**config.mk**
```make
export PLATFORM = sky130hd
export DESIGN_NAME = tt_um_emern_frontend_dbuf
export DESIGN_NICKNAME = d
export VERILOG_FILES = /design/src/rtl/tt_um_emern_frontend_dbuf.sv
export SDC_FILE = /design/constraint.sdc
export NUM_CORES = 1
export LEC_CHECK = 0
export ABC_AREA = 0
export BUFFER_PORTS_ARGS = -buffer_cell sky130_fd_sc_hd__buf_2
export CAP_MARGIN = 20
export CORE_MARGIN = 1.5
export CORE_UTILIZATION = 55
export CTS_CLUSTER_SIZE = 25
export DETAILED_ROUTE_END_ITERATION = 16
export GPL_TIMING_DRIVEN = 1
export PLACE_DENSITY = 0.76
export SLEW_MARGIN = 40
export SYNTH_ARGS = -nofsm -noshare
export SYNTH_HDL_FRONTEND = slang
export SYNTH_SLANG_ARGS = --single-unit
```
**constraint.sdc**
```tcl
create_clock -name clk -period 3.9 [get_ports clk]
set_clock_uncertainty 0.1 [all_clocks]
set_input_delay 0.195 -clock clk [delete_from_list [all_inputs] [get_ports clk]]
set_output_delay 0.195 -clock clk [all_outputs]
set_load 0.05 [all_outputs]
```
**src/rtl/tt_um_emern_frontend_dbuf.sv**
```systemverilog
// SPI command frontend with a shadow/active double-buffered scene: frames land in shadow, commit on vblank.
// Optional macro FRONTEND_READBACK_EN adds a status shifter ({pending, err_count[6:0]}) on miso_out.
module tt_um_emern_frontend_dbuf #(
  parameter int N_POLY = 3,
  parameter int WCOLOR = 6,
  parameter int WPX    = 7,
  parameter int WPY    = 6
) (
  input  logic                     clk,
  input  logic                     rst_n,
  input  logic                     cs_in,
  input  logic                     mosi_in,
  input  logic                     sck_in,
  output logic                     miso_out,
  input  logic                     en_load,
  input  logic                     frame_sync,
  output logic [WCOLOR-1:0]        bg_color_out,
  output logic [WCOLOR*N_POLY-1:0] poly_color_out,
  output logic [WPX*N_POLY-1:0]    v0_x_out,
  output logic [WPX*N_POLY-1:0]    v1_x_out,
  output logic [WPX*N_POLY-1:0]    v2_x_out,
  output logic [WPY*N_POLY-1:0]    v0_y_out,
  output logic [WPY*N_POLY-1:0]    v1_y_out,
  output logic [WPY*N_POLY-1:0]    v2_y_out,
  output logic [N_POLY-1:0]        poly_enable_out,
  output logic                     pending_out,
  output logic [7:0]               err_count_out
);

  localparam int PAYLOAD    = WCOLOR + 3*WPX + 3*WPY;
  localparam int FRAME_BITS = 8 + PAYLOAD;
  localparam int CW         = $clog2(FRAME_BITS + 1);
  localparam logic [CW-1:0] CNT_MAX  = CW'(FRAME_BITS);
  localparam logic [CW-1:0] CNT_LAST = CW'(FRAME_BITS - 1);
  localparam logic [6:0]    SLOT_LIM = 7'(N_POLY);

  localparam int O_COL = 8;
  localparam int O_X0  = O_COL + WCOLOR;
  localparam int O_X1  = O_X0 + WPX;
  localparam int O_X2  = O_X1 + WPX;
  localparam int O_Y0  = O_X2 + WPX;
  localparam int O_Y1  = O_Y0 + WPY;
  localparam int O_Y2  = O_Y1 + WPY;

  // input synchronisers
  logic [2:0] sck_sync;
  logic [1:0] cs_sync;
  logic [1:0] mosi_sync;
  logic       cs_high;
  logic       mosi_bit;
  logic       sck_rise;

  // Synchronise the asynchronous SPI pins into the clk domain
  always_ff @(posedge clk or negedge rst_n) begin
    if (!rst_n) begin
      sck_sync  <= 3'b000;
      cs_sync   <= 2'b11;
      mosi_sync <= 2'b00;
    end else begin
      sck_sync  <= {sck_sync[1:0], sck_in};
      cs_sync   <= {cs_sync[0], cs_in};
      mosi_sync <= {mosi_sync[0], mosi_in};
    end
  end

  assign cs_high  = cs_sync[1];
  assign mosi_bit = mosi_sync[1];
  assign sck_rise = (sck_sync[2:1] == 2'b01);

  // frame shifter
  logic [FRAME_BITS-1:0] shift_buf;
  logic [CW-1:0]         bit_cnt;
  logic                  exec;

  // Shift in frame bits; exec pulses once, the cycle after the last bit lands
  always_ff @(posedge clk or negedge rst_n) begin
    if (!rst_n) begin
      shift_buf <= '0;
      bit_cnt   <= '0;
      exec      <= 1'b0;
    end else if (cs_high) begin
      shift_buf <= '0;
      bit_cnt   <= '0;
      exec      <= 1'b0;
    end else if (sck_rise && en_load && (bit_cnt != CNT_MAX)) begin
      shift_buf <= {shift_buf[FRAME_BITS-2:0], mosi_bit};
      bit_cnt   <= bit_cnt + CW'(1);
      exec      <= (bit_cnt == CNT_LAST);
    end else begin
      exec      <= 1'b0;
    end
  end

  logic [FRAME_BITS-1:0] frame;

  // First bit received sits at the buffer MSB; reverse so the frame reads LSB-first
  always_comb begin
    frame = '0;
    for (int i = 0; i < FRAME_BITS; i++) begin
      frame[i] = shift_buf[FRAME_BITS-1-i];
    end
  end

  logic [7:0]        cmd;
  logic [5:0]        slot;
  logic [WCOLOR-1:0] f_col;
  logic [WPX-1:0]    f_x0, f_x1, f_x2;
  logic [WPY-1:0]    f_y0, f_y1, f_y2;

  assign cmd   = frame[7:0];
  assign slot  = cmd[5:0];
  assign f_col = frame[O_COL +: WCOLOR];
  assign f_x0  = frame[O_X0 +: WPX];
  assign f_x1  = frame[O_X1 +: WPX];
  assign f_x2  = frame[O_X2 +: WPX];
  assign f_y0  = frame[O_Y0 +: WPY];
  assign f_y1  = frame[O_Y1 +: WPY];
  assign f_y2  = frame[O_Y2 +: WPY];

  logic slot_ok;
  logic do_write, do_clear, do_bg, do_clr_all, do_commit_now, do_err;
  logic shadow_dirty;

  assign slot_ok = ({1'b0, slot} < SLOT_LIM);

  // Command decode, qualified by the exec pulse
  always_comb begin
    do_write      = 1'b0;
    do_clear      = 1'b0;
    do_bg         = 1'b0;
    do_clr_all    = 1'b0;
    do_commit_now = 1'b0;
    do_err        = 1'b0;
    if (exec) begin
      case (cmd[7:6])
        2'b10: begin
          if (slot_ok) do_write = 1'b1;
          else         do_err   = 1'b1;
        end
        2'b01: begin
          if (slot_ok) do_clear = 1'b1;
          else         do_err   = 1'b1;
        end
        2'b00: begin
          case (cmd[5:0])
            6'h01:   do_bg         = 1'b1;
            6'h02:   do_clr_all    = 1'b1;
            6'h03:   do_commit_now = 1'b1;
            default: do_err        = 1'b1;
          endcase
        end
        default: do_err = 1'b1;
      endcase
    end else begin
      do_err = 1'b0;
    end
  end

  assign shadow_dirty = do_write | do_clear | do_bg | do_clr_all;

  // shadow bank
  logic [WCOLOR-1:0]        sh_bg;
  logic [WCOLOR*N_POLY-1:0] sh_col;
  logic [WPX*N_POLY-1:0]    sh_x0, sh_x1, sh_x2;
  logic [WPY*N_POLY-1:0]    sh_y0, sh_y1, sh_y2;
  logic [N_POLY-1:0]        sh_en;

  // Shadow bank updates from decoded commands
  always_ff @(posedge clk or negedge rst_n) begin
    if (!rst_n) begin
      sh_bg  <= '0;
      sh_col <= '0;
      sh_x0  <= '0;
      sh_x1  <= '0;
      sh_x2  <= '0;
      sh_y0  <= '0;
      sh_y1  <= '0;
      sh_y2  <= '0;
      sh_en  <= '0;
    end else begin
      if (do_bg) sh_bg <= f_col;
      if (do_clr_all) begin
        sh_col <= '0;
        sh_x0  <= '0;
        sh_x1  <= '0;
        sh_x2  <= '0;
        sh_y0  <= '0;
        sh_y1  <= '0;
        sh_y2  <= '0;
        sh_en  <= '0;
      end
      for (int i = 0; i < N_POLY; i++) begin
        if (slot == 6'(i)) begin
          if (do_write) begin
            sh_col[i*WCOLOR +: WCOLOR] <= f_col;
            sh_x0[i*WPX +: WPX]        <= f_x0;
            sh_x1[i*WPX +: WPX]        <= f_x1;
            sh_x2[i*WPX +: WPX]        <= f_x2;
            sh_y0[i*WPY +: WPY]        <= f_y0;
            sh_y1[i*WPY +: WPY]        <= f_y1;
            sh_y2[i*WPY +: WPY]        <= f_y2;
            sh_en[i]                   <= 1'b1;
          end else if (do_clear) begin
            sh_col[i*WCOLOR +: WCOLOR] <= '0;
            sh_x0[i*WPX +: WPX]        <= '0;
            sh_x1[i*WPX +: WPX]        <= '0;
            sh_x2[i*WPX +: WPX]        <= '0;
            sh_y0[i*WPY +: WPY]        <= '0;
            sh_y1[i*WPY +: WPY]        <= '0;
            sh_y2[i*WPY +: WPY]        <= '0;
            sh_en[i]                   <= 1'b0;
          end
        end
      end
    end
  end

  logic commit_now_r;
  logic commit;

  // COMMIT_NOW lands one clock after its exec, after any same-cycle shadow write
  always_ff @(posedge clk or negedge rst_n) begin
    if (!rst_n) commit_now_r <= 1'b0;
    else        commit_now_r <= do_commit_now;
  end

  assign commit = commit_now_r | (frame_sync & pending_out);

  // Active bank: nonblocking copy means a same-cycle exec is not seen until the next commit
  always_ff @(posedge clk or negedge rst_n) begin
    if (!rst_n) begin
      bg_color_out    <= '0;
      poly_color_out  <= '0;
      v0_x_out        <= '0;
      v1_x_out        <= '0;
      v2_x_out        <= '0;
      v0_y_out        <= '0;
      v1_y_out        <= '0;
      v2_y_out        <= '0;
      poly_enable_out <= '0;
    end else if (commit) begin
      bg_color_out    <= sh_bg;
      poly_color_out  <= sh_col;
      v0_x_out        <= sh_x0;
      v1_x_out        <= sh_x1;
      v2_x_out        <= sh_x2;
      v0_y_out        <= sh_y0;
      v1_y_out        <= sh_y1;
      v2_y_out        <= sh_y2;
      poly_enable_out <= sh_en;
    end
  end

  // Pending: a shadow write wins over a commit in the same cycle
  always_ff @(posedge clk or negedge rst_n) begin
    if (!rst_n)            pending_out <= 1'b0;
    else if (shadow_dirty) pending_out <= 1'b1;
    else if (commit)       pending_out <= 1'b0;
  end

  // Saturating count of rejected commands
  always_ff @(posedge clk or negedge rst_n) begin
    if (!rst_n)                               err_count_out <= 8'h00;
    else if (do_err && (err_count_out != 8'hFF)) err_count_out <= err_count_out + 8'h01;
  end

`ifdef FRONTEND_READBACK_EN
  logic       cs_prev;
  logic       sck_fall;
  logic [7:0] status_sr;

  assign sck_fall = (sck_sync[2:1] == 2'b10);

  // Status shifter: snapshot on cs fall, shift out LSB-first on sck falls, idle at 0
  always_ff @(posedge clk or negedge rst_n) begin
    if (!rst_n) begin
      cs_prev   <= 1'b1;
      status_sr <= 8'h00;
    end else begin
      cs_prev <= cs_high;
      if (cs_high)       status_sr <= 8'h00;
      else if (cs_prev)  status_sr <= {pending_out, err_count_out[6:0]};
      else if (sck_fall) status_sr <= {1'b0, status_sr[7:1]};
    end
  end

  assign miso_out = status_sr[0];
`else
  assign miso_out = 1'b0;
`endif

endmodule

```
=== After elaboration in Yosys (flattened, before gate mapping) ===
Cells that the tools add are included.

* Register bits: 365
* Latch bits: 0
* Memory bits (writable): 0
* Memory bits (read-only): 0
* Bits of input ports: 7
* Output and inout bits: 154
* Memories kept: 0

* Add/sub/neg operators: 2
* Multiply operators: 0
* Div/mod/pow operators: 0
* Magnitude comparators: 1
* Equal/unequal tests: 9
* Shift-type cells: 0
* Muxes and demuxes: 106
* Bitwise logic cells: 5
* Reduce and logical (&&, ||, !) cells: 9

{| class="wikitable"
|+ Operators with widths
! operator !! number
|-
| $mux 6 || 38
|-
| $mux 7 || 27
|-
| $mux 53 || 2
|-
| $mux 18 || 4
|-
| $mux 21 || 3
|-
| $mux 1 || 30
|-
| $eq 6x2->1 const B || 2
|-
| $add 8x1->8 const B || 1
|-
| $ne 8x8->1 const B || 1
|-
| $add 6x1->6 const B || 1
|-
| $eq 6x1->1 const B || 1
|-
| $eq 6x6->1 const B || 1
|-
| $logic_not 6->1 || 1
|-
| $lt 6x2->1 const B || 1
|-
| $ne 6x6->1 const B || 1
|-
| $eq 2x1->1 const B || 2
|-
| $or 1x1->1 || 4
|-
| $reduce_bool 2->1 || 2
|-
| $logic_and 1x1->1 || 3
|-
| $mux 3 || 1
|-
| $reduce_or 3->1 || 1
|-
| $eq 2x2->1 const B || 1
|-
| $logic_not 2->1 || 1
|-
| $pmux 1 s2 || 1
|-
| other kinds (2) || 2
|}

=== Logic depth before layout (Yosys ltp) ===
* Depth in word-level cells: 8
* Mapped depth: 8
* Gate-level depth less buffers: 6

=== Worst setup path after synthesis ===
No wires, ideal clock.

* Kind: register -> register
* Start: register pending_out
* End: register poly_color_out[0]
* Arrival time: 2.043 ns
* Required time: 3.675 ns
* Path slack: 1.632 ns
* Cell stages (with the launch flop): 6
* Buffers on the path: 3
* Period minus slack after synthesis: 2.268 ns
* Path through: dfrtp_1 a21oi_1 clkbuf_1 clkbuf_1 clkbuf_1 mux2_2

* Longest elaborated chain between the ends: 2

{| class="wikitable"
|+ Ends and longest elaborated chain
! what !! line !! source
|-
| start, declared || 26 || <nowiki>output logic pending_out,</nowiki>
|-
| start signal, assigned || 256 || <nowiki>if (!rst_n) pending_out <= 1'b0;</nowiki>
|-
| start signal, assigned || 257 || <nowiki>else if (shadow_dirty) pending_out <= 1'b1;</nowiki>
|-
| start signal, assigned || 258 || <nowiki>else if (commit) pending_out <= 1'b0;</nowiki>
|-
| $and 1x1->1 || 227 || <nowiki>assign commit = commit_now_r | (frame_sync & pending_out);</nowiki>
|-
| $or 1x1->1 || 227 ||
|-
| end signal, assigned || 243 || <nowiki>poly_color_out <= sh_col;</nowiki>
|-
| end, declared || 18 || <nowiki>output logic [WCOLOR*N_POLY-1:0] poly_color_out,</nowiki>
|}

No other way between the ends.
A chain may end at the register's enable or synchronous reset.

=== Worst setup path after layout ===
* Start: register shift_buf[49]
* End: register sh_y1[1]

* Longest elaborated chain between the ends: 8
* Elaborated cells on any way between the ends: 15
* Classes of those cells: order compare: 1; eq/ne: 1; mux: 12; reduce/logical: 1

{| class="wikitable"
|+ Ends and longest elaborated chain
! what !! line !! source
|-
| start, declared || 71 || <nowiki>logic [FRAME_BITS-1:0] shift_buf;</nowiki>
|-
| start signal, assigned || 86 || <nowiki>shift_buf <= {shift_buf[FRAME_BITS-2:0], mosi_bit};</nowiki>
|-
| parallel branches: the longest is 7 deep, another holds $lt 6x2->1 || n/a ||
|-
| $mux 6 * || 193 || <nowiki>if (slot == 6'(i)) begin</nowiki>
|-
| end signal, assigned by index || 200 || <nowiki>sh_y1[i*WPY +: WPY] <= f_y1;</nowiki>
|-
| end, declared || 165 || <nowiki>logic [WPY*N_POLY-1:0] sh_y0, sh_y1, sh_y2;</nowiki>
|}

Every way passes the cells marked *.

==> results.sh <==
export IMPL_critPathSlowestCell="or4_4"
export IMPL_clk_pin_slew_ns=0.06
export IMPL_cts_buffers=37
export IMPL_finalWirelength_um=29500
export IMPL_synth_simple_gate_area_share_pct=5.27
export IMPL_synth_top_family_by_area="multiplexers"
export IMPL_syn_area_mm2=0.0137
export IMPL_grt_max_degree=82
export IMPL_ir_drop_v=0.000300
export IMPL_cp_arrival_ns=3.02
export IMPL_drive_gt1_share_pct=34.3
export IMPL_fmax_mhz=374
export IMPL_die_area_mm2=0.0258
export IMPL_setup_tns_ns=0
export IMPL_synthMuxAreaShare_pct=12.4
export IMPL_dieHeight_um=161
export IMPL_globalRouteTotalUtil_pct=23.6
export IMPL_portBuffers=159
export IMPL_crit_required_ns=4.24
export IMPL_highest_layer="met4"
export IMPL_grt_pass1_wl_um=48700
export IMPL_start_util_pct=56.1
export IMPL_worst_pin_slew_ns=0.830
export IMPL_crit_path_max_fanout=22
export IMPL_regArea_mm2=0.00914
export IMPL_gr_total_overflow=0
export IMPL_wl_met1_um=13200
export IMPL_diodes=0
export IMPL_clkSinkCount=365
export IMPL_synth_compound_area_share_pct=11.7
export IMPL_layout_min_cycle_time_ns=2.68
export IMPL_grt_pass1_vias=8779
export IMPL_placed_cell_area_mm2=0.0149
export IMPL_layout_commonest_cell="dfrtp_1"
export IMPL_synth_area_per_cell_um2=14.0
export IMPL_report_final_slew_viol_count=0
export IMPL_gp_congestion=0.817
export IMPL_synth_xor_area_share_pct=0.704
export IMPL_ant_nets=0
export IMPL_cts_setup_buffers=0
export IMPL_layout_nets=1149
export IMPL_outcome="completed"
export IMPL_final_cell_mix="363 x dfrtp_1, 158 x buf_2, 151 x mux2_2"
export IMPL_max_slew_margin_pct=44.7
export IMPL_vias_per_cell=5.76
export IMPL_area_growth_syn_to_layout_pct=18.2
export IMPL_finalHoldViolCount=0
export IMPL_synth_flop_cell="dfrtp_1"
export IMPL_pin_count=161
export IMPL_post_cts_resized=0
export IMPL_synth_cells=978
export IMPL_core_mm2=0.0244
export IMPL_pre_cts_ws_ns=1.25
export IMPL_leakagePower_nw=8.47
export IMPL_cts_tree="yes"
export IMPL_dp_hpwl_um=18000
export IMPL_crit_path_end_kind="register"
export IMPL_fin_area_mm2=0.0162
export IMPL_nFillCells=1736
export IMPL_die_w_um=161
export IMPL_first_pass_iters=7
export IMPL_met3WireLength_um=1720
export IMPL_row_count=57
export IMPL_route_met2_wl_um=14100
export IMPL_ys_warn_count=0
export IMPL_synth_fp_nets=993
export IMPL_setup_viol=0
export IMPL_r2r_setup_slack_ns=1.22
export IMPL_htree_levels=2
export IMPL_wl_per_cell_um=19.9
export IMPL_power_density_mw_per_mm2=466
export IMPL_fin_ws_ns=1.22
export IMPL_layout_worst_path_cycle_share_pct=68.6
export IMPL_reg2reg_depth=5
export IMPL_cap_viol_max_count=0
export IMPL_drc_errors=0
export IMPL_holdCritPathClass="in2async"
export IMPL_cts_root_buffer="clkbuf_16"
export IMPL_crit_type="reg2reg"
export IMPL_drtIter0Drc=618
export IMPL_synthArstFlopShare_pct=100
export IMPL_ys_types=41
export IMPL_ys_ff_latch=365
export IMPL_seq_area_frac_synth_pct=66.8
export IMPL_critPathLaunchType="register"
export IMPL_clkLatencyLatePin_ns=0.51
export IMPL_multi_input_area_mm2=0.00429
export IMPL_synth_edf_count=0
export IMPL_synthAdderAreaFrac_pct=0.732
export IMPL_slowest_delay_ns=0.59
export IMPL_antenna_found_initial=0
export IMPL_clk_path_buf_depth=3
export IMPL_vias=8552
export IMPL_rsz0062_at_grt="false"
export IMPL_crit_chain="or4_4, or3_1, nor2_4, buf_4, a22o_1"
==> worst max-delay path, delay by kind of cell (launching register included) <==
family / cells / cell delay [ns]
and+or+nand+nor: 3 / 1.64
DFF: 1 / 0.39
buffers and inverters: 1 / 0.32
AOI/OAI and AO/OA: 1 / 0.17
==> report_power, final <==
group          total [W]  internal [W]  switching [W]
Combinational   0.000118     0.0000209      0.0000975
Clock            0.00362       0.00222        0.00140
Sequential       0.00380       0.00379      0.0000103
==> cell type report <==
| type | count | area share [%] |
|---|---|---|
| Sequential cell | 365 | 56.5 |
| Multi-Input combinational cell | 541 | 26.5 |
| Clock buffer | 59 | 7.12 |
| Timing Repair Buffer | 181 | 6.49 |
| Tap cell | 324 | 2.51 |
| Clock inverter | 6 | 0.696 |
| Inverter | 8 | 0.186 |
==> timing repair <==
action | in CTS | in global routing
setup endpoints to repair | 0 | 0
hold buffers | 4 | 0
endpoints found under the hold margin | 192 | 0
==> layer usage <==
metal,GRT usage [%],vias to the layer above
li1,-,3802
met1,33.5,4425
met2,38.2,282
met3,4.36,43
met4,5.68,0
met5,0,-
==> registers in the layout, indices dropped and copies added, names as in the netlist, 6 cells and up <==
signal and flops:
v1_x_out 21, sh_y2 18, sh_col 18, poly_color_out 18, v2_x_out 21, shift_buf 53
v0_x_out 21, v1_y_out 18, bg_color_out 6, sh_x1 21, bit_cnt 6, sh_y0 18
sh_y1 18, v2_y_out 18, err_count_out 8, sh_x0 21, v0_y_out 18, sh_bg 6
sh_x2 21
==> through the flow <==
stage          util, %  hold slack, ns  power [W]  instances
2_1_floorplan        -          -0.201    0.00389        978
3_3_place_gp      60.7           0.201    0.00399       1413
3_5_place_dp      60.9          0.0551    0.00399       1415
4_1_cts           66.3           0.117    0.00761       1484
5_1_grt           66.3           0.156    0.00778       1484
6_report          66.3           0.103    0.00754       1484
==> synth_stat cells, types with 2 or more instances <==
cell      count  share of area [%]
dfrtp_1     363                 66
nand2b_1      2              0.091
nor4_1        4               0.18
a22o_1      136                8.7
nand3_1       5               0.18
and4b_1       3               0.22
ha_1          8               0.73
xnor2_1       2               0.13
or3_1         2              0.091
dfstp_2       2               0.38
buf_6         5               0.41
a21oi_1      57                2.1
nand4_1       3               0.14
or2_2         2              0.091
o21ai_0       8               0.29
clkbuf_1     48                1.3
mux2_2      151                 12
nor3_4        2               0.24
buf_1         2              0.055
buf_2         8               0.29
inv_1         8               0.22
nand2_1     117                3.2
and3_1        2              0.091
nand3b_1      2               0.11
nor3_1        5               0.18
xor2_1        9               0.58
nor2_1        8               0.22
==> final timing paths <==
check                              start      endpoint
max reg2reg                shift_buf[49]      sh_y1[1]
max in group asynchronous          rst_n      sh_x1[9]
max                        shift_buf[49]      sh_y1[1]
min                                rst_n  v2_y_out[10]
min reg2reg                  sck_sync[0]   sck_sync[1]
min in group clk                 en_load    bit_cnt[2]
==> cell families (layout without fill, tap and decap cells) <==
| family | count (synthesis) | in the layout |
|---|---|---|
| buffers and inverters | 72 | 254 |
| AO/OA/AOI/OAI | 210 | 210 |
| multiplexers | 151 | 151 |
| adder cells (fa/ha/maj) | 8 | 8 |
| XOR/XNOR | 11 | 11 |
| AND/OR/NAND/NOR | 160 | 160 |
| flip-flops | 365 | 365 |
| other | 1 | 1 |
Note: power is estimated with default switching activity, not from simulation.
